### src/rtl/selector_secuencial_if.sv
// selector_secuencial_if: button/select bundle between a front panel and the selector
// Signals:
//   btn_next, btn_prev - raw asynchronous push-buttons
//   auto_en            - level enable for periodic automatic advance
//   ss                 - 4-bit select code for the downstream multiplexor
//   ss_chg             - one-cycle pulse in the cycle after ss changes
// Modports: master drives buttons/auto_en, slave (the selector) drives ss/ss_chg.
interface selector_secuencial_if;
  logic       btn_next;
  logic       btn_prev;
  logic       auto_en;
  logic [3:0] ss;
  logic       ss_chg;
  modport master (output btn_next, btn_prev, auto_en, input ss, ss_chg);
  modport slave  (input btn_next, btn_prev, auto_en, output ss, ss_chg);
endinterface

### src/rtl/selector_secuencial.sv
// selector_secuencial: debounced next/prev select counter with optional periodic auto-scan
// Ports:
//   clk    - sole clock, rising edge
//   rst    - asynchronous active-high reset
//   sel_if - selector_secuencial_if.slave (btn_next, btn_prev, auto_en in; ss, ss_chg out)
// Build option: define SELECTOR_AUTO_SCAN_EN to include the scan timer; otherwise
// auto_en is ignored and ss moves only on button presses.
module selector_secuencial #(
  parameter int N_SEL       = 10,
  parameter int DEB_CYCLES  = 4,
  parameter int SCAN_PERIOD = 8
) (
  input logic            clk,
  input logic            rst,
  selector_secuencial_if.slave sel_if
);
  localparam int CW = $clog2(DEB_CYCLES + 1);
  // index 0 = next, index 1 = prev
  logic [1:0]    raw, s1_q, s2_q, stb_q, ev_q;
  logic [CW-1:0] cnt_q [2];
  logic [3:0]    ss_q, ss_d, ss_inc, ss_dec;
  logic          ss_chg_q, nxt, prv, fire, up, dn;
  assign raw = {sel_if.btn_prev, sel_if.btn_next};
  assign nxt = ev_q[0];
  assign prv = ev_q[1];
  always_ff @(posedge clk or posedge rst) begin
    if (rst) begin
      s1_q     <= '0;
      s2_q     <= '0;
      stb_q    <= '0;
      ev_q     <= '0;
      ss_q     <= '0;
      ss_chg_q <= 1'b0;
      for (int i = 0; i < 2; i++) cnt_q[i] <= '0;
    end else begin
      s1_q <= raw;
      s2_q <= s1_q;
      // ev_q pulses on the edge the stable level rises; ss reacts one edge later
      for (int i = 0; i < 2; i++) begin
        if (s2_q[i] == stb_q[i]) begin
          cnt_q[i] <= '0;
          ev_q[i]  <= 1'b0;
        end else if (cnt_q[i] == CW'(DEB_CYCLES - 1)) begin
          cnt_q[i] <= '0;
          stb_q[i] <= s2_q[i];
          ev_q[i]  <= s2_q[i];
        end else begin
          cnt_q[i] <= cnt_q[i] + CW'(1);
          ev_q[i]  <= 1'b0;
        end
      end
      ss_q     <= ss_d;
      ss_chg_q <= ss_d != ss_q;
    end
  end
`ifdef SELECTOR_AUTO_SCAN_EN
  localparam int TW = $clog2(SCAN_PERIOD + 1);
  logic [TW-1:0] tmr_q, tmr_d;
  assign fire  = sel_if.auto_en && tmr_q == TW'(SCAN_PERIOD - 1);
  // any button event restarts the scan period
  assign tmr_d = (!sel_if.auto_en || nxt || prv || fire) ? '0 : tmr_q + TW'(1);
  always_ff @(posedge clk or posedge rst) begin
    if (rst) tmr_q <= '0;
    else     tmr_q <= tmr_d;
  end
`else
  assign fire = sel_if.auto_en & 1'b0;
`endif
  always_comb begin
    ss_inc = ss_q == 4'(N_SEL - 1) ? 4'd0 : ss_q + 4'd1;
    ss_dec = ss_q == 4'd0 ? 4'(N_SEL - 1) : ss_q - 4'd1;
    // buttons win over the scan timer; simultaneous next+prev cancel
    up     = (nxt & ~prv) | (fire & ~nxt & ~prv);
    dn     = prv & ~nxt;
    ss_d   = up ? ss_inc : dn ? ss_dec : ss_q;
  end
  assign sel_if.ss     = ss_q;
  assign sel_if.ss_chg = ss_chg_q;
endmodule

### src/flat_wrapper.sv
// flat-port wrapper written by rule: the top's interface ports become plain ports
module selector_secuencial_flat 
#(
  parameter int N_SEL       = 10,
  parameter int DEB_CYCLES  = 4,
  parameter int SCAN_PERIOD = 8
)
  (clk, rst, sel_if_btn_next, sel_if_btn_prev, sel_if_auto_en, sel_if_ss, sel_if_ss_chg);
  selector_secuencial_if sel_if_i ();
  input logic clk;
  input logic rst;
  input wire logic [$bits(sel_if_i.btn_next)-1:0] sel_if_btn_next;
  input wire logic [$bits(sel_if_i.btn_prev)-1:0] sel_if_btn_prev;
  input wire logic [$bits(sel_if_i.auto_en)-1:0] sel_if_auto_en;
  output wire logic [$bits(sel_if_i.ss)-1:0] sel_if_ss;
  output wire logic [$bits(sel_if_i.ss_chg)-1:0] sel_if_ss_chg;
  assign sel_if_i.btn_next = sel_if_btn_next;
  assign sel_if_i.btn_prev = sel_if_btn_prev;
  assign sel_if_i.auto_en = sel_if_auto_en;
  assign sel_if_ss = sel_if_i.ss;
  assign sel_if_ss_chg = sel_if_i.ss_chg;
  selector_secuencial #(.N_SEL(N_SEL), .DEB_CYCLES(DEB_CYCLES), .SCAN_PERIOD(SCAN_PERIOD)) u_core (.clk(clk), .rst(rst), .sel_if(sel_if_i));
endmodule
### config.mk
export PLATFORM = sky130hd
export DESIGN_NAME = selector_secuencial_flat
export DESIGN_NICKNAME = d
export VERILOG_FILES = /design/src/rtl/selector_secuencial_if.sv /design/src/rtl/selector_secuencial.sv /design/src/flat_wrapper.sv
export SDC_FILE = /design/constraint.sdc
export NUM_CORES = 1
export LEC_CHECK = 0
export BUFFER_PORTS_ARGS = -buffer_cell sky130_fd_sc_hd__buf_2
export CAP_MARGIN = 40
export CORE_MARGIN = 1
export CORE_UTILIZATION = 60
export DETAILED_ROUTE_END_ITERATION = 16
export GPL_TIMING_DRIVEN = 0
export PLACE_DENSITY_LB_ADDON = 0.08
export REMOVE_ABC_BUFFERS = 1
export SLEW_MARGIN = 15
export SYNTH_ARGS = -nofsm -noshare
export SYNTH_HDL_FRONTEND = slang
export SYNTH_SLANG_ARGS = --single-unit
export TNS_END_PERCENT = 50
### constraint.sdc
create_clock -name clk -period 3.5 [get_ports clk]
set_clock_uncertainty 0.05 [all_clocks]
set_input_delay 0.35 -clock clk [delete_from_list [all_inputs] [get_ports clk]]
set_output_delay 0.35 -clock clk [all_outputs]
set_load 0.01 [all_outputs]
==> impl_results.md, run 1 <==
* Status: finished clean
* Layout cells sized above 1 at 0.205
* RSZ-0062 raised after global routing: no
* Worst slew pin tran at 0.673 ns
* Family with the most delay on the worst path: flip-flops
* Slowest stage delay, CP at 0.47 ns
* LEAKAGE at 0.476 nW
* Die W at 41.6 um
* Final nets at 99
* Vias in the first global route at 590
* Layout Utilization at 0.715
* Clock share of power at 0.160
* Endpoints failing hold at 0
* Post-Synth Simple-Gate Area at 0.198
* Gate Count Post-Synth at 80
* All-Layer GR Usage at 0.186
* CTS sink cnt at 19
* Routed wire length at 1360 um
* Pint at 0.427 mW
* # hold bufs at CTS at 0
* FP Rows at 13
* Largest net degree at the start of global routing at 20
* WP data required at 3.66 ns
* Commonest non-fill, non-tap cells in the layout: dfrtp_1, buf_2, inv_1, ha_1
* Logic gate share of total power at 0.327
* Reg power frac at 0.513
* Hold Crit Class: input port to async pin
* DR pass1 iterations at 4
* Min Clock Period, post-route at 1.55 ns
* H-Tree Level Count at 1
* Finished Layout Cells at 103
* Initial core utilization at 0.681
* Crit. End Element: flip-flop
* Setup crit start kind: flip-flop
* Main area contributors after synthesis: dfrtp_1, ha_1, buf_6, nor3b_1, and3b_1
* CP arrival at 1.72 ns
* Ys Warns at 0
* Post-DR vias/cell at 5.64
* Mapped cell area at 941 um2
* Cts bufs inserted at 3
* Total power at 0.654 mW
* Seq cells post-synth at 19
* Fmax at 644 MHz
* Root buf cell: clkbuf_4
* Total congestion overflow at 0
* GPL Wtd Cong at 0.781
* Post-synth top area cell: dfrtp_1
* Antenna Cells at 0
* DRT iter0 DRCs at 4
* Pwr/cell area at 661 mW/mm2
* Via Count at 581
* Seq/Total Area, Yosys at 0.505
* Worst path cell trace: inv_1, ha_1, or3b_1, a211oi_2, o21bai_1
* Buffer count from post-CTS setup fixing at 0
* Maxcap violations at 0
* Synth top area share at 0.505
* Cell variety after synth at 32
* DRC at 0
* Tcrit/Tclk final at 0.444
* # setup viols final at 0
* Routed Antenna Nets at 0
* Die Ht at 41.6 um
* Worst vdd ir at 0.000592 V
* WL per Instance at 13.2 um
* Top-level port count at 10
* Core Box Area at 0.00138 mm2
* Crit Path Max Fanout at 8
* Skew-Pair Late Insertion Delay at 0.29 ns
* Slowest cell on the critical path: dfrtp_1
* Worst setup path class: flip-flop to flip-flop
* CTS tree: yes
* Area Overhead vs Synth at 5.05%
* Switching share of power at 0.346
* Xor/xnor share of the synthesized area at 0.0279
* Final HPWL DP at 990 um
* Adder-Cell Fraction of Synth Area at 0.0665
* Die Area at 0.00173 mm2
* Largest family of logic cells by synthesized area: simple AND/OR/NAND/NOR gates
* Avg Inst Size Synth at 11.8 um2
* Commonest non-fill, non-tap cell in the layout: dfrtp_1
* Number of port buffers at 8
* Fin. max-slew vios at 0
* Multiplexer area fraction after synthesis at 0.0346
* First-pass GRT wire length at 2500 um
* Compound-cell area share of the yosys netlist at 0.106
* Final setup TNS at 0 ns
* Relative slew slack at 0.551
* Initial antenna violation count at 0
* Critical path buffers and inverters at 1
* P_sw at 0.226 mW
* CTS max path bufs at 2
* Post-placement cell count at 99
* Post-CTS Resized at 0
* Worst-path clk slew at 0.11 ns
metrics by stage:
stage               worst slack, ns  area (um2)  hold slack [ns]
finish                         1.95         988           0.0928
floorplan                      2.03         902            0.251
global placement               2.00         961            0.282
CTS                            1.94         988            0.105
global route                   1.84         988           0.0869
detailed placement             1.96         961            0.291
power groups by stage:
stage                     registers [mW]  clock network [mW]  logic, mW
final                              0.335               0.105      0.214
after global placement             0.334                   0      0.208
after global routing               0.345               0.120      0.250
after CTS                          0.336               0.108      0.216
after floorplan                    0.334                   0      0.159
after detailed placement           0.341                   0      0.214
sequential cells by signal, indices dropped and copies added (netlist names):
| register | cells |
|---|---|
| u_core.cnt_q | 6 |
| u_core.sel_if.ss | 4 |
| u_core.sel_if.ss_chg | 1 |
| u_core.s2_q | 2 |
| u_core.stb_q | 2 |
| u_core.s1_q | 2 |
| u_core.ev_q | 2 |
worst paths after layout:
check | from | depth (start not counted) | end | slack, ns
worst max-delay path | u_core.sel_if.ss[1] | 5 | u_core.sel_if.ss[0] | 1.95
worst min-delay path | rst | 2 | u_core.ev_q[1] | 0.09
worst max register to register | u_core.sel_if.ss[1] | 5 | u_core.sel_if.ss[0] | 1.95
worst min register to register | u_core.s1_q[1] | 0 | u_core.s2_q[1] | 0.31
max in group asynchronous | rst | 2 | u_core.stb_q[0] | 2.87
min in group clk | sel_if_btn_prev | 1 | u_core.s1_q[1] | 0.11
layout make-up:
class	count	area [um2]
clock buffer	3	22.5
sequential	19	475
tap	15	18.8
inverter	5	18.8
clock inverter	1	5.00
timing repair buffer	8	40.0
fill	105	394
multi-input combinational	52	408
metal layers:
metal | vias up | global-route usage | wire, um
li1 | 293 | - | -
met1 | 277 | 0.260 | 677
met2 | 9 | 0.303 | 638
met3 | 2 | 0.0391 | 36
met4 | 0 | 0.0387 | 10
met5 | - | 0 | 0
Yosys cell counts:
| master | instances |
|---|---|
| nand3_1 | 2 |
| nand2_1 | 1 |
| o21bai_1 | 2 |
| o21ai_0 | 2 |
| buf_2 | 1 |
| and2_1 | 1 |
| o31a_2 | 1 |
| o311a_1 | 1 |
| and3b_1 | 3 |
| ha_1 | 5 |
| mux2_2 | 2 |
| nand3b_1 | 3 |
| a32oi_1 | 1 |
| mux2i_1 | 1 |
| inv_1 | 5 |
| buf_6 | 3 |
| a21oi_1 | 1 |
| dfrtp_1 | 19 |
| a211oi_2 | 1 |
| nor3_1 | 4 |
| nand2b_1 | 2 |
| and2b_2 | 2 |
| a21boi_0 | 1 |
| a22oi_1 | 1 |
| o22a_1 | 1 |
| xnor2_1 | 2 |
| nor2b_1 | 4 |
| xor2_1 | 1 |
| nor2_1 | 1 |
| or3b_1 | 1 |
| o21ai_1 | 1 |
| nor3b_1 | 4 |
cells by family after synthesis:
group	after synthesis
adders and majority gates	5
xor gates and xnor gates	3
DFF	19
buffers and inverters	9
muxes	3
and+or+nand+nor	28
AOI/OAI and AO/OA	13
No activity file was read; power rests on OpenSTA's default activity.
==> inputs of run 2 (changes only) <==
CORE_UTILIZATION = 55   (was 60)
clock period = 1.6 ns   (was 3.5 ns; I/O delays follow)
==> run 2 against run 1 <==
Against the previous run: global-route usage shrank 0.97 points; core utilization decreased by 4.6 points; total power is 130% higher; via count is 3.4% higher; non-clock buffer count increased by 6; cell area increased by 5.6%; first-iteration DRC count is 25% higher; largest cell class unchanged; worst setup slack got worse by 1.8 ns; sequential share of layout area is 2.3 points lower; clock-buffer cell count is 1 higher.
==> impl_results.md, run 2 (synthesis gave the netlist of run 1 again) <==
* Routed Antenna Nets at 0 (unchanged)
* WL per Instance at 12.2 um (-7.7%)
* LEAKAGE at 0.499 nW (+4.7%)
* RSZ-0062 raised after global routing: no
* Min Clock Period, post-route at 1.49 ns (-0.0622 ns)
* WP data required at 1.76 ns (-1.90 ns)
* Pwr/cell area at 1430 mW/mm2 (+120%)
* Crit. End Element: flip-flop
* First-pass GRT wire length at 2410 um (-3.6%)
* Fin. max-slew vios at 0 (unchanged)
* Number of port buffers at 8 (unchanged)
* Antenna Cells at 0 (unchanged)
* DR pass1 iterations at 3 (-1)
* CTS max path bufs at 2 (unchanged)
* Endpoints failing hold at 0 (unchanged)
* # setup viols final at 0 (unchanged)
* Worst Reg-to-Reg Cells at 5 (unchanged)
* CP arrival at 1.66 ns (-0.06 ns)
* Layout cells sized above 1 at 0.234 (+0.0295)
* All-Layer GR Usage at 0.176 (-0.00975)
* Post-placement cell count at 100 (+1.0%)
* Largest Register: u_core.cnt_q
* Met3 Use GR at 0.0750 (+0.0359)
* DRT iter0 DRCs at 5 (+1)
* Final setup TNS at 0 ns (unchanged)
* Initial antenna violation count at 0 (unchanged)
* CTS tree: yes
* Die Area at 0.00188 mm2 (+8.6%)
* H-Tree Level Count at 1 (unchanged)
* Final HPWL DP at 889 um (-10%)
* Cts bufs inserted at 3 (unchanged)
* Grt met1 use at 0.232 (-0.0271)
* DRC at 0 (unchanged)
* Met2 GRT Util at 0.276 (-0.0274)
* Finished Layout Cells at 110 (+6.8%)
* Relative slew slack at 0.548 (-0.00234)
* Vias in the first global route at 585 (-0.85%)
* Skew-Pair Late Insertion Delay at 0.29 ns (about the same)
* Via Count at 601 (+3.4%)
* Root buf cell: clkbuf_4
* Maxcap violations at 0 (unchanged)
* Status: finished clean
* Worst vdd ir at 0.000858 V (+45%)
* Largest net degree at the start of global routing at 20 (unchanged)
* GR peak layer: met2
* Final nets at 105 (+6.1%)
* Hold Crit Depth at 0
* Max reg flops at 6 (unchanged)
* Setup crit start: u_core.sel_if.ss[1]
* Setup crit start kind: flip-flop
* Routed wire length at 1340 um (-1.4%)
* Post-DR vias/cell at 5.46 (-3.1%)
* Tcrit/Tclk final at 0.932 (+0.488)
* Worst-path clk slew at 0.09 ns (-0.02 ns)
* Area Overhead vs Synth at 10.9%
* FP Rows at 14 (+1)
* Die W at 43.4 um (+4.2%)
* Die Ht at 43.4 um (+4.2%)
* CTS sink cnt at 19 (unchanged)
* GPL Wtd Cong at 0.722 (-7.5%)
* Hold Crit Class: flip-flop to flip-flop
* Top-level port count at 10 (unchanged)
* Commonest non-fill, non-tap cell in the layout: dfrtp_1
* Fmax at 671 MHz (+4.2%)
* Hold path start: u_core.s1_q[1]
* Core Box Area at 0.00156 mm2 (+13%)
* Crit Path Max Fanout at 5 (-3)
* Initial core utilization at 0.604 (-0.0770)
* Worst setup path class: flip-flop to flip-flop
* Total congestion overflow at 0 (unchanged)
* Worst slew pin tran at 0.677 ns (+0.00351 ns)
* Commonest non-fill, non-tap cells in the layout: dfrtp_1, buf_2, inv_1, ha_1
* Reg2reg start: u_core.sel_if.ss[1]
==> run 2: changes by cell type in the layout (fill, tap and decap cells not counted) <==
cell,delta
dfrtp_1,-2
buf_4,+3
clkinv_2,-1
dfrtp_2,+2
clkbuf_1,+1
dlygate4sd3_1,+3
==> run 2: power by group <==
group | internal (mW) | total, mW | switching (mW)
clock network | 0.0969 | 0.225 | 0.128
logic | 0.295 | 0.543 | 0.248
registers | 0.600 | 0.720 | 0.120
==> run 2: timing repair <==
action | 4_1_cts | 5_1_grt
setup buffers | 0 | 3
hold endpoints to repair | 21 | 0
setup endpoints to repair | 0 | 2
hold buffers | 3 | 0
gates resized for setup | 0 | 2
==> run 2: area by class of cell <==
class | instances | area, um2
Tap cell | 16 | 20.0
Sequential cell | 19 | 478
Fill cell | 121 | 515
Timing Repair Buffer | 14 | 92.6
Clock buffer | 4 | 26.3
Multi-Input combinational cell | 52 | 408
Inverter | 5 | 18.8
==> run 2: routing by layer <==
layer,vias to the layer above,wire length (um)
met3,0,50
met4,0,0
met2,8,626
li1,305,-
met1,288,667
met5,-,0
==> run 2: worst max-delay path, cell delays in order, from the launching register on <==
cell and delay [ns]:
dfrtp_2 0.44, inv_1 0.08, ha_1 0.15, or3b_1 0.36
a211oi_2 0.21, o21bai_1 0.12
==> run 2: worst paths after layout <==
path | to | slack (ns)
max reg2reg | u_core.sel_if.ss[0] | 0.11
min in group asynchronous | u_core.s1_q[0] | 0.46
max in group asynchronous | u_core.sel_if.ss[0] | 0.57
min reg2reg | u_core.s2_q[1] | 0.31
min | u_core.s2_q[1] | 0.31
max | u_core.sel_if.ss[0] | 0.11
==> run 2: stage by stage <==
stage                     power, mW  setup slack, ns  area [um2]  utilization  hold slack [ns]
after floorplan                1.08            0.127         902            -           0.0611
after global placement         1.19           0.0717         962        0.617            0.218
after detailed placement       1.20           0.0756         962        0.617            0.220
after CTS                      1.44           0.0473        1020        0.653            0.318
after global routing           1.62          0.00213        1040        0.669            0.320
final                          1.49            0.109        1040        0.669            0.315
==> inputs of run 3 (changes only) <==
CORE_UTILIZATION = 40   (was 55)
clock period = 1.8 ns   (was 1.6 ns; I/O delays follow)
==> run 3 against run 2 <==
Against the previous run: combinational power down 23%; hold slack worse by 0.0069 ns; global-route usage down 4.4 points; critical path depth unchanged; routed wire length up 4.4%; via count up 1.8%; sequential power down 9.6%.
==> impl_results.md, run 3 (synthesis gave the netlist of run 1 again) <==
* Endpoints failing hold at 0 (unchanged)
* Final setup TNS at 0 ns (unchanged)
* Worst vdd ir at 0.000599 V (-30%)
* DR pass1 iterations at 4 (+1)
* Cts bufs inserted at 3 (unchanged)
* Met3 WL at 44 um (-12%)
* First-pass GRT wire length at 2500 um (+3.7%)
* CP arrival at 1.74 ns (+0.08 ns)
* Wl on met1 at 713 um (+6.9%)
* CTS sink cnt at 19 (unchanged)
* Maxcap violations at 0 (unchanged)
* CTS tree: yes
* Top Metal Used: met4
* Hold Crit Class: flip-flop to flip-flop
* Worst slew pin tran at 0.700 ns (+0.0232 ns)
* Die Area at 0.00255 mm2 (+36%)
* H-Tree Level Count at 1 (unchanged)
* CTS max path bufs at 2 (unchanged)
* DRT iter0 DRCs at 8 (+3)
* RSZ-0062 raised after global routing: no
* Largest Register: u_core.cnt_q
* Hold endpoint: u_core.s2_q[0]
* Slowest cell on the critical path: dfrtp_1
* Root buf cell: clkbuf_4
* Crit. End Element: flip-flop
* LEAKAGE at 0.486 nW (-2.5%)
* Tcrit/Tclk final at 0.871 (-0.0611)
* Worst path cell trace: inv_1, ha_1, or3b_1, a211oi_2, o21bai_1
* Worst setup path class: flip-flop to flip-flop
* Initial core utilization at 0.425 (-0.178)
* Met2 wire length at 611 um (-2.4%)
* Vias in the first global route at 608 (+3.9%)
* Max reg flops at 6 (unchanged)
* Antenna Cells at 0 (unchanged)
* Layout cells sized above 1 at 0.187 (-0.0472)
* Min Clock Period, post-route at 1.57 ns (+0.0764 ns)
* Worst-path clk slew at 0.10 ns (about the same)
* Status: finished clean
* Pwr/cell area at 1240 mW/mm2 (-13%)
* Area Overhead vs Synth at 9.84%
* Final HPWL DP at 955 um (+7.4%)
* Slowest stage delay, CP at 0.47 ns (+0.03 ns)
* Hold Crit Depth at 0 (unchanged)
* Routed Antenna Nets at 0 (unchanged)
* Skew-Pair Late Insertion Delay at 0.29 ns (about the same)
* # setup viols final at 0 (unchanged)
* Routed wire length at 1400 um (+4.4%)
* Total congestion overflow at 0 (unchanged)
* Fin. max-slew vios at 0 (unchanged)
* Core Box Area at 0.00221 mm2 (+42%)
* WL per Instance at 11.8 um (-3.5%)
* Relative slew slack at 0.533 (-0.0155)
* Final instance area at 0.00103 mm2 (-0.96%)
* Commonest non-fill, non-tap cells in the layout: dfrtp_1, buf_2, inv_1, ha_1
* Final WS setup at 0.232 ns (+0.124 ns)
* Reg2reg start: u_core.sel_if.ss[1]
* Area of placed instances at 977 um2 (+1.6%)
* Total power at 1.28 mW (-14%)
* Setup crit start kind: flip-flop
* Via Count at 612 (+1.8%)
* Worst reg2reg setup slack at 0.23 ns (+0.12 ns)
* Final nets at 102 (-2.9%)
* Top-level port count at 10 (unchanged)
* Post-DR vias/cell at 5.14 (-5.9%)
* Die W at 50.5 um (+16%)
* Crit Path Max Fanout at 8 (+3)
* Largest net degree at the start of global routing at 20 (unchanged)
* Die Ht at 50.5 um (+16%)
* Hold path start: u_core.s1_q[0]
* WP data required at 1.97 ns (+0.21 ns)
* All-Layer GR Usage at 0.132 (-0.0441)
* Worst Reg-to-Reg Cells at 5 (unchanged)
* Buffer count from post-CTS setup fixing at 0 (unchanged)
* GPL Wtd Cong at 0.722 (about the same)
* R2R Path End: u_core.sel_if.ss[0]
* Initial antenna violation count at 0 (unchanged)
* Post-CTS Resized at 0 (unchanged)
* Number of port buffers at 8 (unchanged)
* Fmax at 638 MHz (-4.9%)
* FP Rows at 17 (+3)
* Commonest non-fill, non-tap cell in the layout: dfrtp_1
* Worst slack at placement at 0.271 ns (+0.196 ns)
* DRC at 0 (unchanged)
-- run 3: changes by cell type in the layout (fill, tap and decap cells not counted) --
cell and delta:
buf_4 -3, dfrtp_1 +2, dfrtp_2 -2
-- run 3: worst max-delay path by stage --
stage                   startpoint                   to  slack (ns)  cells after the start
2_1_floorplan  u_core.sel_if.ss[1]  u_core.sel_if.ss[0]        0.33                      5
3_3_place_gp   u_core.sel_if.ss[0]  u_core.sel_if.ss[0]        0.28                      5
3_5_place_dp   u_core.sel_if.ss[1]  u_core.sel_if.ss[0]        0.27                      5
4_1_cts        u_core.sel_if.ss[1]  u_core.sel_if.ss[0]        0.24                      5
5_1_grt        u_core.sel_if.ss[1]  u_core.sel_if.ss[3]        0.12                      5
6_report       u_core.sel_if.ss[1]  u_core.sel_if.ss[0]        0.23                      5
-- run 3: stage by stage --
stage,instances,hold WS (ns),utilization
2_1_floorplan,76,0.0811,-
3_3_place_gp,112,0.240,0.442
3_5_place_dp,112,0.240,0.442
4_1_cts,119,0.310,0.467
5_1_grt,119,0.311,0.467
6_report,119,0.308,0.467
-- run 3: worst max-delay path, delay by kind of cell, from the launching register on --
kind	cells	cell delay [ns]
compound gates	2	0.34
fa+ha+maj	1	0.16
buf+inv	1	0.11
flops	1	0.47
simple gates	1	0.36
-- run 3: cell type report --
class / instances / area [um2]
Tap cell: 28 / 35.0
Clock buffer: 4 / 26.3
Multi-Input combinational cell: 52 / 408
Timing Repair Buffer: 11 / 70.1
Sequential cell: 19 / 475
Inverter: 5 / 18.8
Fill cell: 214 / 1180
-- run 3: layer usage --
layer  GRT usage  vias to the layer above
li1            -                      299
met1       0.153                      295
met2       0.222                       14
met3      0.0182                        4
met4      0.0972                        0
met5           0                        -
-- run 3: timing repair --
action	CTS	global route
endpoints found under the setup margin	0	0
endpoints found under the hold margin	21	0
hold buffers	3	0
-- run 3: power by group --
group,internal [mW],switching [mW]
Combinational,0.224,0.197
Sequential,0.529,0.122
Clock,0.0862,0.123
